===== src/rtl/uart_rx.sv =====
// uart_rx: 8-bit UART receiver (start, 8 data LSB first, stop) with mid-bit sampling.
// Optional stop-bit framing check is compiled in by defining UART_RX_FRAMING_CHECK_EN.
module uart_rx #(
  parameter int CLK_RATE  = 12000000,
  parameter int BAUD_RATE = 9600,
  parameter int CLK_DIV   = CLK_RATE / BAUD_RATE
) (
  input  logic       clk,
  input  logic       reset,
  input  logic       rx_line,
  output logic [7:0] rx_data,
  output logic       rx_valid,
  input  logic       rx_ack,
  output logic       rx_overrun,
  output logic       rx_frame_error
);

  localparam logic [11:0] FULL_BIT = 12'(CLK_DIV - 1);
  localparam logic [11:0] HALF_BIT = 12'(CLK_DIV / 2 - 1);

`ifdef UART_RX_FRAMING_CHECK_EN
  typedef enum logic [2:0] {
    IDLE,
    START,
    DATA,
    STOP,
    WAIT_HIGH
  } state_t;
`else
  typedef enum logic [1:0] {
    IDLE,
    START,
    DATA,
    STOP
  } state_t;
`endif

  state_t      state;
  state_t      state_next;
  logic [1:0]  sync;
  logic        line;
  logic [11:0] timer;
  logic [11:0] timer_next;
  logic [2:0]  bit_idx;
  logic [2:0]  bit_idx_next;
  logic [7:0]  shift;
  logic [7:0]  shift_next;
  logic [7:0]  data_next;
  logic        valid_next;
  logic        overrun_next;
  logic        frame_error_next;
  logic        accept;

  // Two-flop synchronizer; idle-high so reset never looks like a start bit.
  always_ff @(posedge clk or negedge reset) begin
    if (!reset) begin
      sync <= 2'b11;
    end else begin
      sync <= {sync[0], rx_line};
    end
  end

  assign line = sync[1];

  always_ff @(posedge clk or negedge reset) begin
    if (!reset) begin
      state      <= IDLE;
      timer      <= 12'd0;
      bit_idx    <= 3'd0;
      shift      <= 8'h00;
      rx_data    <= 8'h00;
      rx_valid   <= 1'b0;
      rx_overrun <= 1'b0;
    end else begin
      state      <= state_next;
      timer      <= timer_next;
      bit_idx    <= bit_idx_next;
      shift      <= shift_next;
      rx_data    <= data_next;
      rx_valid   <= valid_next;
      rx_overrun <= overrun_next;
    end
  end

`ifdef UART_RX_FRAMING_CHECK_EN
  always_ff @(posedge clk or negedge reset) begin
    if (!reset) begin
      rx_frame_error <= 1'b0;
    end else begin
      rx_frame_error <= frame_error_next;
    end
  end
`else
  assign rx_frame_error = 1'b0;
`endif

  always_comb begin
    state_next       = state;
    timer_next       = timer;
    bit_idx_next     = bit_idx;
    shift_next       = shift;
    frame_error_next = 1'b0;
    accept           = 1'b0;

    case (state)
      IDLE: begin
        if (!line) begin
          state_next = START;
          timer_next = HALF_BIT;
        end
      end

      // Mid-start-bit recheck rejects glitches shorter than half a bit.
      START: begin
        if (timer == 12'd0) begin
          if (!line) begin
            state_next   = DATA;
            timer_next   = FULL_BIT;
            bit_idx_next = 3'd0;
          end else begin
            state_next = IDLE;
          end
        end else begin
          timer_next = timer - 12'd1;
        end
      end

      DATA: begin
        if (timer == 12'd0) begin
          shift_next[bit_idx] = line;
          timer_next          = FULL_BIT;
          if (bit_idx == 3'd7) begin
            state_next = STOP;
          end else begin
            bit_idx_next = bit_idx + 3'd1;
          end
        end else begin
          timer_next = timer - 12'd1;
        end
      end

      // Leaving at mid-stop-bit gives half a bit of slack for the next start edge.
      STOP: begin
        if (timer == 12'd0) begin
`ifdef UART_RX_FRAMING_CHECK_EN
          if (line) begin
            accept     = 1'b1;
            state_next = IDLE;
          end else begin
            frame_error_next = 1'b1;
            state_next       = WAIT_HIGH;
          end
`else
          accept     = 1'b1;
          state_next = IDLE;
`endif
        end else begin
          timer_next = timer - 12'd1;
        end
      end

`ifdef UART_RX_FRAMING_CHECK_EN
      WAIT_HIGH: begin
        if (line) begin
          state_next = IDLE;
        end
      end
`endif

      default: begin
        state_next = IDLE;
      end
    endcase
  end

  // Output handshake: an ack coinciding with a new byte keeps valid high and is not an overrun.
  always_comb begin
    data_next    = rx_data;
    valid_next   = rx_valid & ~rx_ack;
    overrun_next = rx_overrun;
    if (accept) begin
      data_next  = shift;
      valid_next = 1'b1;
      if (rx_valid && !rx_ack) begin
        overrun_next = 1'b1;
      end
    end
  end

endmodule


===== config.mk =====
export PLATFORM = sky130hd
export DESIGN_NAME = uart_rx
export DESIGN_NICKNAME = d
export VERILOG_FILES = /design/src/rtl/uart_rx.sv
export SDC_FILE = /design/constraint.sdc
export NUM_CORES = 1
export LEC_CHECK = 0
export ABC_AREA = 1
export BUFFER_PORTS_ARGS = -buffer_cell sky130_fd_sc_hd__clkbuf_2
export CAP_MARGIN = 10
export CELL_PAD_IN_SITES_DETAIL_PLACEMENT = 0
export CELL_PAD_IN_SITES_GLOBAL_PLACEMENT = 1
export CORE_MARGIN = 2
export CORE_UTILIZATION = 30
export CTS_CLUSTER_DIAMETER = 100
export DETAILED_ROUTE_END_ITERATION = 7
export GPL_ROUTABILITY_DRIVEN = 0
export MAX_ROUTING_LAYER = met4
export PLACE_DENSITY_LB_ADDON = 0.1
export SLEW_MARGIN = 10
export SYNTH_ARGS = -nofsm -noshare
export SYNTH_HDL_FRONTEND = slang
export SYNTH_SLANG_ARGS = --single-unit
export TNS_END_PERCENT = 100

===== constraint.sdc =====
create_clock -name clk -period 2.1 [get_ports clk]
set_input_delay 0 -clock clk [delete_from_list [all_inputs] [get_ports clk]]
set_output_delay 0 -clock clk [all_outputs]
set_load 0.05 [all_outputs]

Yosys cells after proc, flatten, opt, wreduce, memory -nomap -nowiden
Index checks and enable logic that the tools add are counted.
{"block": "classes", "bitwise": 2, "add_sub_neg": 2, "reduce_logical": 11, "div_mod_pow": 0, "n_mul": 0, "shifts": 0, "n_eq_ne": 13, "magnitude_cmp": 2, "n_mux": 24}
{"cell": "12-bit 2-to-1 mux", "count": 5}
{"cell": "12-bit case mux with 4 select lines", "count": 1}
{"cell": "2-bit != test (second input constant)", "count": 8}
{"cell": "12-bit logical NOT", "count": 1}
{"cell": "2-bit 2-to-1 mux", "count": 6}
{"cell": "3-bit 2-to-1 mux", "count": 4}
{"cell": "12-bit by 1-bit subtractor with 12-bit output (second input constant)", "count": 1}
{"cell": "5-bit AND reduction", "count": 2}
{"cell": "8-bit bitwise mux", "count": 1}
{"cell": "2-bit case mux with 4 select lines", "count": 1}
{"cell": "3-bit case mux with 2 select lines", "count": 1}
{"cell": "2-bit == test (second input constant)", "count": 2}
{"cell": "3-bit by 4-bit < comparator with 1-bit output (second input constant)", "count": 1}
{"cell": "1-bit 2-to-1 mux", "count": 4}
{"cell": "2-bit AND reduction", "count": 2}
{"cell": "3-bit by 1-bit adder with 3-bit output (second input constant)", "count": 1}
{"cell": "1-bit demux with 3-bit select", "count": 1}
{"cell": "3-bit == test (second input constant)", "count": 1}
{"cell": "3-bit by 1-bit >= comparator with 1-bit output (second input constant)", "count": 1}
{"cell": "3-bit != test (second input constant)", "count": 1}
{"cell": "3-bit AND reduction", "count": 1}
{"cell": "2-bit by 1-bit == test with 1-bit output (second input constant)", "count": 1}
{"cell": "1-bit logical AND", "count": 2}
{"cell": "2-bit logical NOT", "count": 1}
{"cell": "4 further kinds", "count": 4}
{"block": "word_totals", "out_inout_bits": 11, "latchBits": 0, "inputBits": 4, "reg_bits": 37, "ram_bits": 0, "elab_cells": 62, "mem_count": 0, "rom_bits": 0}

Logic depth before layout (Yosys ltp)
{"block": "depth", "ltp_word": 5, "depth_mapped": 11, "ltp_nobuf": 11}

Worst setup path after synthesis
No wires, ideal clock.
{"block": "synth_timing", "path_kind": "flip-flop to flip-flop", "startpoint": "register state[0]", "endpoint": "register shift[0]", "n_path_buf": 0, "slack_ps": 522, "required_ps": 1983, "setup_time_ps": 117, "arrival_time_ps": 1461, "period_less_slack_ps": 1578, "path_stages_with_launch": 8, "cell_sequence": "dfrtp_1 > inv_1 > ha_1 > inv_1 > or2_2 > nand3b_1 > o21ai_1 > inv_1"}
{"block": "synth_between", "elab_chain_cells": 2}
{"element": "start: declaration", "line_no": "38", "text": "state_t state;"}
{"element": "start signal: assignment", "line_no": "75", "text": "state <= state_next;"}
{"element": "2-bit == test", "line_no": "105", "text": "case (state)"}
{"element": "2-bit AND reduction (no line)"}
{"element": "end signal: assignment", "line_no": "78", "text": "shift <= shift_next;"}
{"element": "end: declaration", "line_no": "46", "text": "logic [7:0] shift;"}
No other way between the ends.
A chain may end at the register's enable or synchronous reset.

Worst setup path after layout
{"block": "layout_timing", "startpoint": "register state[0]", "endpoint": "register shift[4]"}
Same word-level chain as after synthesis.

==> flow_metrics.py <==
metrics = {
    "logic_synthesis": {
        "async_reset_ff_share_pct": 100.0,
        "synth_seq_cells": 37,
        "yosysMostFrequentCell": "nand2_1",
        "synth_area_leaders": "dfrtp_1, nand2_1, inv_1",
        "ys.flop_type": "dfrtp_1",
        "syn_area_um2": 2235,
        "syn-num-nets": 313,
        "synthDistinctLibCells": 30,
        "syn_inst": 300,
        "synth.largest_area_cell": "dfrtp_1",
        "ys_warn_count": 0,
        "syn_avg_cell_area_um2": 7.449,
        "netlist_top_cells_count": "nand2_1, inv_1, dfrtp_1",
        "yosysSeqAreaShare_pct": 41.55,
        "synth_edf_count": 0,
        "synth_top_cell_area_share_pct": 39.19,
    },
    "placement": {
        "dpl.hpwl_um": 3755,
        "placed_cell_area_um2": 2412,
        "port_buffers": 13,
    },
    "critical_path": {
        "r2r_slack_ns": 0.33,
        "critPathRequiredTime_ns": 2.29,
        "endpoint_kind": "flip-flop",
        "timing.rr.start": "state[0]",
        "rr_worst_depth": 7,
        "crit_start": "state[0]",
        "crit_fanout": 6,
        "cp.arrival_ns": 1.96,
        "worst_setup_path_start_kind": "flip-flop",
        "worstSetupPathType": "flip-flop to flip-flop",
        "regToRegEndpoint": "shift[4]",
    },
    "die": {
        "die_y_um": 90.31,
        "design.die.area_um2": 8155,
        "die_w_um": 90.31,
        "io_pins": 15,
        "core_area_um2": 7214,
        "placement_rows": 31,
        "initial_utilization_pct": 30.97,
    },
    "pwr": {
        "cellPowerDensity_nw_per_um2": 546.9,
        "vdd_drop_max_uv": 218.4,
        "power.leakage_uw": 0.001381,
    },
    "run_status": {
        "status": "finished clean",
    },
    "global_route": {
        "antenna_found_initial": 0,
        "overflow": 0,
        "grt_pass1_wl_um": 9011,
        "grt_pass1_vias": 1769,
        "grt_max_degree": 38,
        "grt_usage_pct": 14.07,
    },
    "clock_tree": {
        "clockBufferDepth": 2,
        "root_buffer": "clkbuf_8",
        "cts_tree": "built",
        "cts_setup_buffers": 0,
        "htree_levels": 2,
        "clk_latency_ns": 0.30,
        "cts_sinks": 37,
        "clk_pin_slew_worst_paths_ns": 0.09,
        "cts-buffers-inserted": 5,
    },
    "routing": {
        "wl_per_cell_um": 11.91,
        "viasPerCell": 4.218,
        "drt-initial-drc-count": 60,
        "drc": 0,
        "firstDrtPassIters": 4,
        "totalWireLength_um": 5026,
        "detail-route-antenna-nets": 0,
        "vias": 1780,
    },
    "layout": {
        "post-route-cell-area_um2": 2557,
        "seq_area_um2": 928.4,
        "drive_above_1_share_pct": 15.17,
        "area.growth.synth_to_final_pct": 14.45,
        "multi_input_area_um2": 1090,
        "nets": 335,
        "nFillCells": 783,
        "diodes": 0,
    },
    "timing": {
        "max_clock_freq_mhz": 563.6,
        "setup_violations": 0,
        "hold_violations": 0,
        "timing.final.crit_share_pct": 84.49,
        "fin_setup_tns_ns": 0,
        "fin_crit_ns": 1.774,
        "drv_slew": 0,
        "grt_setup_unrepaired": "no",
        "finClkSkew_ns": 0.01442,
    },
    "worst_hold_path": {
        "hold_path.class": "input pin to async pin",
    },
    "flow_run": {
        "max-cap-violations": 0,
    },
}
==> cell usage in the layout (no fill, tap or decap), drive strengths merged <==
| cell | netlist | layout |
|---|---|---|
| nor2 | 35 | 35 |
| nand3b | 3 | 3 |
| inv | 49 | 49 |
| nor3 | 2 | 2 |
| clkinvlp | 0 | 1 |
| dfrtp | 35 | 35 |
| clkinv | 1 | 2 |
| nand3 | 23 | 23 |
| nand2 | 93 | 93 |
| dfstp | 2 | 2 |
| a21oi | 8 | 8 |
| buf | 3 | 2 |
| clkbuf | 0 | 18 |
| nand4 | 9 | 9 |
| dlygate4sd3 | 0 | 3 |
| o21bai | 1 | 1 |
| ha | 9 | 9 |
| o21ai | 23 | 23 |
| xor2 | 2 | 2 |
| bufinv | 0 | 1 |
| or2 | 1 | 1 |
| conb | 1 | 1 |
==> cell type report <==
class / instances / area share [%]
clock buffer: 5 / 2.691
multi-input combinational: 210 / 42.61
sequential: 37 / 36.30
timing repair buffer: 18 / 4.305
clock inverter: 3 / 1.810
inverter: 50 / 7.436
tap: 99 / 4.843
==> state kept, by name, summed over array words and instances, names as in the netlist, named ones only <==
register and count:
rx_valid 1, shift 8, rx_overrun 1, rx_data 8, sync 2, timer 12
bit_idx 3, state 1
==> cells by family after synthesis <==
family,Yosys count,synth area share [%]
and+or+nand+nor,166,35.33
xor gates and xnor gates,2,0.7840
buffers and inverters,53,9.686
AOI/OAI and AO/OA,32,7.447
other,1,0.1678
DFF,37,41.55
adders and majority gates,9,5.039
==> worst max-delay path by stage <==
stage | to | slack [ns]
global route | shift[6] | 0.07
global placement | shift[4] | 0.30
CTS | shift[4] | 0.29
finish | shift[4] | 0.33
detailed placement | shift[4] | 0.30
floorplan | shift[0] | 0.52
==> report_power, final <==
part	switching, uW	internal, uW	leakage (uW)
Sequential	0.777	715	0.000499
Combinational	24.8	9.17	0.000828
Clock	293	356	0.0000543
Total	318	1080	0.00138
==> what timing repair did <==
item | in CTS | in global routing
hold buffers | 3 | 0
gates resized for setup | 0 | 0
setup endpoints to repair | 0 | 0
endpoints found under the hold margin | 38 | 0
==> metrics by stage <==
step / hold WS, ns / util (%) / std cells / power [uW] / setup slack [ns]
2_1_floorplan: -0.2956 / - / 300 / 741.5 / 0.5220
3_3_place_gp: 0.08799 / 33.44 / 411 / 762.3 / 0.3033
3_5_place_dp: 0.08962 / 33.44 / 411 / 761.9 / 0.2958
4_1_cts: 0.2953 / 35.45 / 422 / 1422 / 0.2892
5_1_grt: 0.3305 / 35.45 / 422 / 1458 / 0.07386
6_report: 0.2836 / 35.45 / 422 / 1399 / 0.3257
==> worst max-delay path: stages (launching register included) <==
cell and delay [ns]:
dfrtp_1 0.43, inv_1 0.15, ha_1 0.24, inv_1 0.15
or2_2 0.34, nand3b_1 0.19, o21ai_1 0.13, inv_1 0.05
==> layer usage <==
| metal | GRT usage, % | up-vias | wire length (um) |
|---|---|---|---|
| met1 | 21.05 | 769 | 2755 |
| li1 | - | 979 | - |
| met3 | 2.504 | 5 | 193 |
| met5 | - | - | 0 |
| met4 | 3.077 | 0 | 44 |
| met2 | 19.86 | 27 | 2033 |
(Power assumes the default switching activity.)
